===== src/rtl/cpu_params_pkg.sv =====
// cpu_params_pkg: CPU-wide sizing constants shared by the pipeline control blocks.
//   INFLIGHT_DEPTH_DEF : default number of issued-but-unretired instructions
//   REG_IDX_W          : architectural register index width
package cpu_params_pkg;
  localparam int INFLIGHT_DEPTH_DEF = 4;
  localparam int REG_IDX_W          = 5;
endpackage


===== src/rtl/cpu_structs_pkg.sv =====
// cpu_structs_pkg: shared pipeline structures.
//   SB_ENTRY : scoreboard entry, destination register and write flag
package cpu_structs_pkg;
  typedef struct packed {
    logic [4:0] rd;
    logic       wr;
  } SB_ENTRY;
endpackage


===== src/rtl/sb_fifo.sv =====
// sb_fifo: in-order scoreboard FIFO holding one SB_ENTRY per in-flight instruction.
// Ports:
//   clk_in, reset_in  : clock, synchronous active-high reset
//   push_i            : append push_entry_i at tail (ignored while flush_i)
//   pop_i             : drop head entry (caller guarantees non-empty)
//   flush_i, keep_i   : truncate to min(keep_i, count after pop), oldest kept
//   entries_o         : raw storage, indexed by slot
//   valid_o           : per-slot valid, derived from head and count
//   head_o, count_o   : head slot index and number of valid entries
module sb_fifo
  import cpu_structs_pkg::*;
#(
  parameter int DEPTH = 4
) (
  input  logic                     clk_in,
  input  logic                     reset_in,
  input  logic                     push_i,
  input  logic                     pop_i,
  input  logic                     flush_i,
  input  logic [2:0]               keep_i,
  input  SB_ENTRY                  push_entry_i,
  output SB_ENTRY [DEPTH-1:0]      entries_o,
  output logic [DEPTH-1:0]         valid_o,
  output logic [$clog2(DEPTH)-1:0] head_o,
  output logic [2:0]               count_o
);
  localparam int PW = $clog2(DEPTH);

  SB_ENTRY [DEPTH-1:0] mem_q;
  logic [PW-1:0] head_q, head_d, tail_q, tail_d;
  logic [2:0]    cnt_q, cnt_d, cnt_after_pop, keep_clamped;

  assign cnt_after_pop = cnt_q - {2'b00, pop_i};
  assign keep_clamped  = (keep_i > 3'(DEPTH)) ? 3'(DEPTH) : keep_i;

  always_comb begin
    head_d = head_q + PW'(pop_i);
    tail_d = tail_q;
    cnt_d  = cnt_after_pop;
    if (flush_i) begin
      cnt_d  = (keep_clamped < cnt_after_pop) ? keep_clamped : cnt_after_pop;
      // Tail is rebuilt from the new head; cnt_d == DEPTH wraps back onto head.
      tail_d = head_d + PW'(cnt_d);
    end else if (push_i) begin
      cnt_d  = cnt_after_pop + 3'd1;
      tail_d = tail_q + PW'(1);
    end
  end

  always_ff @(posedge clk_in) begin
    if (reset_in) begin
      head_q <= '0;
      tail_q <= '0;
      cnt_q  <= '0;
    end else begin
      head_q <= head_d;
      tail_q <= tail_d;
      cnt_q  <= cnt_d;
    end
  end

  // Storage needs no reset: validity comes only from head/count.
  always_ff @(posedge clk_in) begin
    if (!reset_in && push_i && !flush_i) mem_q[tail_q] <= push_entry_i;
  end

  for (genvar i = 0; i < DEPTH; i++) begin : g_vld
    logic [PW-1:0] off;
    assign off        = PW'(i) - head_q;
    assign valid_o[i] = (3'(off) < cnt_q);
  end

  assign entries_o = mem_q;
  assign head_o    = head_q;
  assign count_o   = cnt_q;
endmodule


===== src/rtl/hazard_ctrl.sv =====
// hazard_ctrl: issue/retire scoreboard with RAW hazard detection.
// Ports:
//   clk_in, reset_in          : clock, synchronous active-high reset
//   cpu_halt                  : block all new issue
//   pipe_flush, flush_keep    : drop younger entries, keep flush_keep oldest
//   iss_valid, iss_rs1/2/rd   : decode-stage instruction and its registers
//   iss_rs1_rd/rs2_rd/rd_wr   : source used / destination written flags
//   iss_rdy                   : instruction may issue this cycle
//   ret_valid                 : oldest in-flight instruction retires
//   occupancy                 : registered number of in-flight entries
//   hazard_stall              : issue blocked only by a RAW hazard
//   stall_cnt                 : saturating count of hazard_stall cycles
//   ret_err                   : sticky, retire seen while empty
module hazard_ctrl
  import cpu_params_pkg::*;
  import cpu_structs_pkg::*;
#(
  parameter int INFLIGHT_DEPTH = INFLIGHT_DEPTH_DEF
) (
  input  logic        clk_in,
  input  logic        reset_in,
  input  logic        cpu_halt,
  input  logic        pipe_flush,
  input  logic [2:0]  flush_keep,
  input  logic        iss_valid,
  input  logic [4:0]  iss_rs1,
  input  logic [4:0]  iss_rs2,
  input  logic [4:0]  iss_rd,
  input  logic        iss_rs1_rd,
  input  logic        iss_rs2_rd,
  input  logic        iss_rd_wr,
  output logic        iss_rdy,
  input  logic        ret_valid,
  output logic [2:0]  occupancy,
  output logic        hazard_stall,
  output logic [31:0] stall_cnt,
  output logic        ret_err
);
  localparam int PW = $clog2(INFLIGHT_DEPTH);

  SB_ENTRY [INFLIGHT_DEPTH-1:0] entries;
  logic [INFLIGHT_DEPTH-1:0]    valid, hit;
  logic [PW-1:0]                head;
  logic [2:0]                   count;
  logic                         hazard, pop, iss_fire;
  logic [31:0]                  stall_cnt_q, stall_cnt_d;
  logic                         ret_err_q, ret_err_d;
  SB_ENTRY                      push_entry;

  assign push_entry = '{rd: iss_rd, wr: iss_rd_wr};
  assign pop        = ret_valid && (count != 3'd0);

  sb_fifo #(.DEPTH(INFLIGHT_DEPTH)) u_sb_fifo (
    .clk_in       (clk_in),
    .reset_in     (reset_in),
    .push_i       (iss_fire),
    .pop_i        (pop),
    .flush_i      (pipe_flush),
    .keep_i       (flush_keep),
    .push_entry_i (push_entry),
    .entries_o    (entries),
    .valid_o      (valid),
    .head_o       (head),
    .count_o      (count)
  );

  for (genvar i = 0; i < INFLIGHT_DEPTH; i++) begin : g_cmp
    SB_ENTRY e;
    logic    bypass, m1, m2;
    assign e      = entries[i];
    // The retiring head writes back this cycle, so it no longer blocks.
    assign bypass = ret_valid && (head == PW'(i));
    assign m1     = iss_rs1_rd && (iss_rs1 != 5'd0) && (iss_rs1 == e.rd);
    assign m2     = iss_rs2_rd && (iss_rs2 != 5'd0) && (iss_rs2 == e.rd);
    assign hit[i] = valid[i] && e.wr && (e.rd != 5'd0) && !bypass && (m1 || m2);
  end
  assign hazard = |hit;

  assign iss_rdy = !reset_in && !cpu_halt && !pipe_flush && !hazard &&
                   ((count < 3'(INFLIGHT_DEPTH)) || ret_valid);
  assign iss_fire     = iss_valid && iss_rdy;
  assign hazard_stall = iss_valid && hazard && !cpu_halt && !pipe_flush && !reset_in;

  always_comb begin
    stall_cnt_d = stall_cnt_q;
    if (hazard_stall && (stall_cnt_q != 32'hFFFF_FFFF)) stall_cnt_d = stall_cnt_q + 32'd1;
    ret_err_d = ret_err_q || (ret_valid && (count == 3'd0));
  end

  always_ff @(posedge clk_in) begin
    if (reset_in) begin
      stall_cnt_q <= '0;
      ret_err_q   <= 1'b0;
    end else begin
      stall_cnt_q <= stall_cnt_d;
      ret_err_q   <= ret_err_d;
    end
  end

  assign occupancy = count;
  assign stall_cnt = stall_cnt_q;
  assign ret_err   = ret_err_q;
endmodule


===== config.mk =====
export PLATFORM = sky130hd
export DESIGN_NAME = hazard_ctrl
export DESIGN_NICKNAME = d
export VERILOG_FILES = /design/src/rtl/cpu_params_pkg.sv /design/src/rtl/cpu_structs_pkg.sv /design/src/rtl/sb_fifo.sv /design/src/rtl/hazard_ctrl.sv
export SDC_FILE = /design/constraint.sdc
export NUM_CORES = 1
export LEC_CHECK = 0
export ABC_AREA = 1
export BUFFER_PORTS_ARGS = -buffer_cell sky130_fd_sc_hd__buf_2
export CAP_MARGIN = 20
export CORE_MARGIN = 1.5
export CORE_UTILIZATION = 55
export DETAILED_ROUTE_END_ITERATION = 10
export PLACE_DENSITY_LB_ADDON = 0.25
export SLEW_MARGIN = 30
export SYNTH_ARGS = -nofsm -noshare
export SYNTH_HDL_FRONTEND = slang
export SYNTH_SLANG_ARGS = --single-unit

===== constraint.sdc =====
create_clock -name clk_in -period 3.6 [get_ports clk_in]
set_clock_uncertainty 0.2 [all_clocks]
set_input_delay 0 -clock clk_in [delete_from_list [all_inputs] [get_ports clk_in]]
set_output_delay 0 -clock clk_in [all_outputs]
set_load 0.1 [all_outputs]

==> impl_metrics.json, run 1 <==
{
  "ir_worst_vdd_mv": 0.2130,
  "holdWs_ps": 49.10,
  "hold_path.startpoint": "cpu_halt",
  "synth.yosys.seq_area_share": 0.3571,
  "grtUsageTotal": 0.2502,
  "port-buffer-count": 64,
  "period_minus_slack_ps": 3391,
  "design.die.area_um2": 8283,
  "wl_per_cell_um": 13.08,
  "critical_path_class": "reg2reg",
  "final_max_slew_viol_count": 0,
  "postRouteAntennaNets": 0,
  "status": "finished, final reports clean",
  "drtPass1Iterations": 4,
  "tritoncts": "yes",
  "hold_violations": 0,
  "detail_route.iter0.violations": 285,
  "max_freq_mhz": 294.9,
  "avgViaCountPerCell": 5.104,
  "pwr_density_cell_nw_per_um2": 362.4,
  "end_kind": "flip-flop",
  "layout.cells.most_common_list": "sky130_fd_sc_hd__nand2_1 (128), sky130_fd_sc_hd__nor2_1 (90), sky130_fd_sc_hd__inv_1 (76), sky130_fd_sc_hd__buf_2 (64), sky130_fd_sc_hd__nand3_1 (43)",
  "clk_root_buffer_cell": "sky130_fd_sc_hd__clkbuf_8",
  "initial_core_util": 0.5781,
  "cellLeakagePower_nw": 2.263,
  "n_antenna_cell": 0,
  "maxCapViolations": 0,
  "layout.nets": 701,
  "maximum_number_of_pins_on_one_net_before_global_route_repair": 28,
  "r2r-start": "u_sb_fifo.count_o[2]$_SDFF_PP0_",
  "core_region_area_um2": 7370,
  "startpoint_type": "flip-flop",
  "synthDistinctLibCells": 43,
  "worst-path-max-fanout": 6,
  "setup_violations": 0,
  "synthFlopType": "sky130_fd_sc_hd__dfxtp_1",
  "cts_post_setup_buffers_inserted": 0,
  "num_rows": 31,
  "first_global_vias": 3867,
  "critPathRequiredTime_ps": 3610,
  "detailroute.via_count": 3864,
  "timing.reg2reg.worst_path_depth": 17,
  "h-tree-depth": 3,
  "hold_depth": 8,
  "cts.sink_count": 64,
  "clock_path_buffers": 2,
  "synth_edf_count": 24,
  "layout.cells.most_common": "sky130_fd_sc_hd__nand2_1",
  "timing_worst_slew_pin_value_ps": 891.3,
  "worst_setup_hold_path_clk_slew_ps": 70,
  "insertion_delay_ps": 320,
  "final_min_period_over_clock_period": 0.9420,
  "gp_congestion": 0.9023,
  "post_layout_nonfiller_instances": 757,
  "syn_nets": 633,
  "avgSynthCellArea_um2": 7.283,
  "dp.final_hpwl_um": 7475,
  "synth-seq-cells": 64,
  "grt_pass1_wl_um": 16840,
  "worst_hold_path_type": "in2reg",
  "critPathLaunch": "u_sb_fifo.count_o[2]$_SDFF_PP0_",
  "die-width_um": 91.01,
  "synthesized_instance_count": 585,
  "design.portCount": 65,
  "antenna_violations_before_repair": 0,
  "endpoint_arrival_time_on_the_critical_path_ps": 3400,
  "post_route_cells_drive_above_1_share": 0.1687,
  "die-height_um": 91.01,
  "synthToLayoutAreaGrowth_pct": 15.92,
  "placed_cells": 730,
  "synth-async-reset-ratio": 0,
  "grt_remaining_overflow": 0,
  "detail_route.wirelength_um": 9899,
  "synth_area_um2": 4260,
  "ys_warn_count": 0,
  "relative_slew_slack": 0.4052,
  "drc": 0,
  "number_of_buffers_created_by_cts": 9
}
[sequential cells by signal (all words and copies together), names as in the netlist]
register	cells
ret_err	1
u_sb_fifo.tail_q	2
u_sb_fifo.entries_o	24
u_sb_fifo.count_o	3
u_sb_fifo.head_o	2
stall_cnt	32
[metal layers]
metal | share of wire | track usage | up-vias
met4 | 0.029 | 0.1146 | 0
met5 | 0 | 0 | -
met3 | 0.046 | 0.04355 | 27
li1 | - | - | 1998
met2 | 0.49 | 0.4366 | 115
met1 | 0.44 | 0.2980 | 1724
[critical path: stages, from the launching register on]
cell,delay [ps]
sky130_fd_sc_hd__dfxtp_2,390
sky130_fd_sc_hd__inv_1,130
sky130_fd_sc_hd__a31oi_2,190
sky130_fd_sc_hd__ha_1,190
sky130_fd_sc_hd__ha_1,190
sky130_fd_sc_hd__xor2_2,210
sky130_fd_sc_hd__inv_1,80
sky130_fd_sc_hd__ha_1,290
sky130_fd_sc_hd__a21oi_1,180
sky130_fd_sc_hd__nand2_1,110
sky130_fd_sc_hd__o21ai_0,260
sky130_fd_sc_hd__ha_1,260
sky130_fd_sc_hd__xnor2_2,140
sky130_fd_sc_hd__nand2_1,80
sky130_fd_sc_hd__o21ai_0,120
sky130_fd_sc_hd__nand2_1,90
sky130_fd_sc_hd__o21ai_0,90
sky130_fd_sc_hd__a21oi_1,90
[synth_stat cells (6+ instances only)]
cell type,n,area [µm²]
sky130_fd_sc_hd__dfxtp_1,40,800.8
sky130_fd_sc_hd__nand3_1,43,215.2
sky130_fd_sc_hd__inv_1,76,285.3
sky130_fd_sc_hd__nor2_1,90,337.8
sky130_fd_sc_hd__a21oi_1,15,75.07
sky130_fd_sc_hd__ha_1,21,262.8
sky130_fd_sc_hd__edfxtp_1,24,720.7
sky130_fd_sc_hd__o21ai_1,6,30.03
sky130_fd_sc_hd__xnor2_1,15,131.4
sky130_fd_sc_hd__o21ai_0,13,65.06
sky130_fd_sc_hd__nor3_1,18,90.09
sky130_fd_sc_hd__xor2_1,22,192.7
sky130_fd_sc_hd__nand2_1,128,480.5
sky130_fd_sc_hd__nand4_1,12,75.07
sky130_fd_sc_hd__buf_2,8,40.04
[metrics by stage]
step	cell area [µm²]	total power [mW]	setup slack (ps)	util	TNS, ps
detailed placement	4604	1.139	288.4	0.6248	0
finish	4938	1.790	208.9	0.6701	0
floorplan	4269	1.062	216.8	-	0
global placement	4604	1.124	526.1	0.6248	0
global route	4938	1.880	-6.833	0.6701	-6.833
CTS	4917	1.792	187.1	0.6672	0
[where the power goes]
group	internal, mW	switching, mW	leakage, nW	total, mW
registers	0.768	0.0185	0.541	0.787
logic	0.127	0.235	1.62	0.363
clock network	0.384	0.257	0.100	0.641
[final cells by class]
cell class | instances | area (µm²)
clock buffer | 11 | 131.4
clock inverter | 5 | 71.32
fill | 669 | 2431
inverter | 82 | 310.3
multi-input combinational | 421 | 2346
sequential | 64 | 1525
tap | 99 | 123.9
timing repair buffer | 75 | 430.4
[cells by family after synthesis]
logic type / Yosys count / synth area share
buf+inv: 100 / 0.09838
compound gates: 40 / 0.05022
fa+ha+maj: 21 / 0.06167
xor+xnor: 37 / 0.07606
simple gates: 323 / 0.3565
flops: 64 / 0.3571
[path summary, 6_finish.rpt]
path / endpoint / slack, ps
worst max register to register: u_sb_fifo.tail_q[1]$_SDFFE_PP0P_ / 210
worst max-delay path: u_sb_fifo.tail_q[1]$_SDFFE_PP0P_ / 210
worst min-delay path: stall_cnt[20]$_SDFFE_PP0P_ / 50
worst min register to register: ret_err$_SDFF_PP0_ / 290
[what timing repair did]
item / 4_1_cts / 5_1_grt
hold endpoints to repair: 41 / 0
gates resized for setup: 0 / 3
hold buffers: 11 / 0
setup endpoints to repair: 0 / 1
Note: power is estimated with default switching activity, not from simulation.
==> run 2, diff against run 1 <==
--- a/config.mk
+++ b/config.mk
@@ -5,9 +5,10 @@
 export SDC_FILE = /design/constraint.sdc
 export NUM_CORES = 1
 export LEC_CHECK = 0
-export ABC_AREA = 1
+export ABC_AREA = 0
 export BUFFER_PORTS_ARGS = -buffer_cell sky130_fd_sc_hd__buf_2
 export CAP_MARGIN = 20
+export CORE_ASPECT_RATIO = 1.5
 export CORE_MARGIN = 1.5
 export CORE_UTILIZATION = 55
 export DETAILED_ROUTE_END_ITERATION = 10
==> impl_metrics.json, run 2 <==
{
  "synth.yosys.seq_area_share": 0.3986,
  "layout.nets": 527,
  "first_global_vias": 3025,
  "cts.sink_count": 64,
  "synthToLayoutAreaGrowth_pct": 16.65,
  "grt_pass1_wl_um": 14210,
  "synthFlopType": "sky130_fd_sc_hd__dfxtp_1",
  "pwr-share-seq": 0.447,
  "finalPower_mw": 1.815,
  "clock_power_share": 0.275,
  "final_max_slew_viol_count": 0,
  "cellLeakagePower_nw": 1.739,
  "r2r-start": "u_sb_fifo.count_o[2]$_SDFF_PP0_",
  "number_of_buffers_created_by_cts": 9,
  "dpl_cell_area_um2": 4195,
  "cp_slowest_cell": "sky130_fd_sc_hd__mux2_2",
  "h-tree-depth": 3,
  "die-height_um": 105.0,
  "hold_depth": 3,
  "detail_route.iter0.violations": 103,
  "end_kind": "flip-flop",
  "hold_violations": 0,
  "worst_setup_hold_path_clk_slew_ps": 70,
  "endpoint_arrival_time_on_the_critical_path_ps": 3420,
  "tritoncts": "yes",
  "critical_path_class": "reg2reg",
  "maximum_number_of_pins_on_one_net_before_global_route_repair": 43,
  "postRouteAntennaNets": 0,
  "relative_slew_slack": 0.4855,
  "maxCapViolations": 0,
  "core_region_area_um2": 6805,
  "synth_area_um2": 3817,
  "design.die.area_um2": 7460,
  "insertion_delay_ps": 330,
  "antenna_violations_before_repair": 0,
  "status": "finished, final reports clean",
  "die-width_um": 71.03,
  "timing_worst_slew_pin_value_ps": 769.2,
  "synth-seq-cells": 64,
  "startpoint_type": "flip-flop",
  "detailroute.via_count": 3185,
  "final_min_period_over_clock_period": 0.9401,
  "wl_per_cell_um": 15.28,
  "initial_core_util": 0.5609,
  "post_route_cells_drive_above_1_share": 0.2149,
  "setup-tns-final_ps": 0,
  "num_rows": 37,
  "port-buffer-count": 64,
  "pwr_density_cell_nw_per_um2": 407.6,
  "timing.critical_path.mode_cell": "sky130_fd_sc_hd__ha_1",
  "worst_hold_path_type": "in2reg",
  "period_minus_slack_ps": 3384,
  "clk_root_buffer_cell": "sky130_fd_sc_hd__clkbuf_8",
  "synth_top_area_share": 0.2098,
  "hold_path.startpoint": "reset_in",
  "crit_path_max_incr_delay_ps": 370,
  "finish.instance_area_um2": 4453,
  "netlist_top_cells_area": "sky130_fd_sc_hd__dfxtp_1 (21%), sky130_fd_sc_hd__edfxtp_1 (19%), sky130_fd_sc_hd__xnor2_1 (7.6%)",
  "synth_edf_count": 24,
  "gp_congestion": 0.9225,
  "pwr-share-comb": 0.278,
  "timing.reg2reg.worst_path_depth": 14,
  "ys_warn_count": 0,
  "layout.cells.most_common": "sky130_fd_sc_hd__buf_2",
  "worstPathCellList": "nor3_2 -> nor2b_1 -> ha_1 -> ha_1 -> ha_1 -> o21ai_0 -> nand2b_1 -> a21oi_2 -> mux2_2 -> ha_1 -> xnor2_1 -> a21oi_1 -> mux2_2 -> o21ba_2",
  "max_freq_mhz": 295.5,
  "n_antenna_cell": 0,
  "worst_r2r_endpoint": "u_sb_fifo.tail_q[1]$_SDFFE_PP0P_",
  "power_report.internal_total_mw": 1.222,
  "avgSynthCellArea_um2": 9.356,
  "layout.cells.most_common_list": "sky130_fd_sc_hd__buf_2 (64), sky130_fd_sc_hd__nor2_1 (38), sky130_fd_sc_hd__dfxtp_1 (37), sky130_fd_sc_hd__xnor2_1 (33)",
  "synthesized_instance_count": 408,
  "setup_violations": 0,
  "power_switching_mw": 0.5925,
  "synth_top_cell_by_area": "sky130_fd_sc_hd__dfxtp_1",
  "grt_remaining_overflow": 0,
  "dp.final_hpwl_um": 6607,
  "crit_buf_inv": 0,
  "clock_path_buffers": 2,
  "ir_worst_vdd_mv": 0.2841,
  "drtPass1Iterations": 4,
  "synth-async-reset-ratio": 0,
  "avgViaCountPerCell": 5.667,
  "grtUsageTotal": 0.2409,
  "syn_nets": 456,
  "critPathRequiredTime_ps": 3630,
  "rsz0062_at_grt": "no",
  "yosysMostFrequentCell": "sky130_fd_sc_hd__dfxtp_1",
  "drc": 0,
  "largest_register_ffs": 32,
  "detail_route.wirelength_um": 8589,
  "regToRegSetupSlack_ps": 220,
  "ys_top_cells_by_count": "sky130_fd_sc_hd__dfxtp_1 (40), sky130_fd_sc_hd__nor2_1 (38), sky130_fd_sc_hd__xnor2_1 (33)",
  "netSwitchingFraction": 0.3265,
  "holdPathEnd": "stall_cnt[28]$_SDFFE_PP0P_",
  "worst-path-max-fanout": 3,
  "synthDistinctLibCells": 48,
  "cp_top_family": "adder cells",
  "design.portCount": 65
}
-- run 2: cell count changes after synthesis, moves of 8 or more --
cell and delta:
sky130_fd_sc_hd__inv_1 -59, sky130_fd_sc_hd__nor2_1 -52, sky130_fd_sc_hd__nor4_1 +8, sky130_fd_sc_hd__nand3_1 -17
sky130_fd_sc_hd__nand2_1 -100, sky130_fd_sc_hd__xnor2_1 +18
-- run 2: cell families (layout without fill, tap and decap cells) --
| family | Yosys count | in the layout | synth area share |
|---|---|---|---|
| simple gates | 170 | 170 | 0.2393 |
| flops | 64 | 64 | 0.3986 |
| xor+xnor | 61 | 61 | 0.1400 |
| compound gates | 47 | 47 | 0.08555 |
| buf+inv | 37 | 113 | 0.04490 |
| fa+ha+maj | 21 | 21 | 0.06883 |
| mux | 8 | 8 | 0.02294 |
-- run 2: what timing repair did --
item                       4_1_cts  5_1_grt
resized for setup                0        2
hold buffers                     9        0
buffers inserted                 0        1
hold endpoints to repair        30        0
setup endpoints to repair        0        1
-- run 2: worst min-delay path, stage by stage --
cell,delay (ps)
sky130_fd_sc_hd__buf_2,110
sky130_fd_sc_hd__buf_4,270
sky130_fd_sc_hd__nor2_1,130
-- run 2: worst max-delay path by stage --
stage,from,to,cells after the start,slack [ps]
finish,u_sb_fifo.count_o[2]$_SDFF_PP0_,u_sb_fifo.tail_q[1]$_SDFFE_PP0P_,14,220
global route,u_sb_fifo.count_o[2]$_SDFF_PP0_,u_sb_fifo.tail_q[1]$_SDFFE_PP0P_,14,6
CTS,u_sb_fifo.count_o[2]$_SDFF_PP0_,u_sb_fifo.tail_q[1]$_SDFFE_PP0P_,14,70
detailed placement,u_sb_fifo.count_o[2]$_SDFF_PP0_,u_sb_fifo.tail_q[1]$_SDFFE_PP0P_,14,130
global placement,u_sb_fifo.count_o[2]$_SDFF_PP0_,u_sb_fifo.tail_q[1]$_SDFFE_PP0P_,14,230
floorplan,u_sb_fifo.count_o[2]$_SDFF_PP0_,u_sb_fifo.tail_q[1]$_SDFFE_PP0P_,15,9
-- run 2: layout make-up --
cell class / instances / area (µm²)
clock inverters: 1 / 5.005
repair buffers: 80 / 462.9
flip-flops and latches: 64 / 1528
inverters: 17 / 63.81
clock buffers: 15 / 146.4
well taps: 78 / 97.59
fillers: 578 / 2352
multi-input cells: 307 / 2150
-- run 2: power groups by stage --
stage | registers, mW | logic [mW] | clock network (mW)
6_report | 0.812 | 0.504 | 0.499
2_1_floorplan | 0.906 | 0.291 | 0
5_1_grt | 0.816 | 0.565 | 0.543
3_5_place_dp | 0.826 | 0.477 | 0
4_1_cts | 0.810 | 0.491 | 0.510
3_3_place_gp | 0.824 | 0.460 | 0
-- run 2: through the flow --
| stage | hold slack (ps) | utilization | setup WS [ps] | cells |
|---|---|---|---|---|
| final | 11.89 | 0.6543 | 215.5 | 562 |
| after global routing | 30.42 | 0.6543 | 5.504 | 562 |
| after CTS | 1.187 | 0.6520 | 70.73 | 561 |
| after detailed placement | 31.17 | 0.6165 | 133.7 | 536 |
| after global placement | 26.26 | 0.6148 | 227.5 | 536 |
| after floorplan | -101.1 | - | 9.149 | 408 |
-- run 2: layer usage --
metal  track usage  vias up  share of wire
li1              -     1580              -
met1        0.2701     1519           0.40
met2        0.4259       69           0.53
met3       0.05111       17          0.036
met4        0.1132        0          0.028
met5             0        -              0
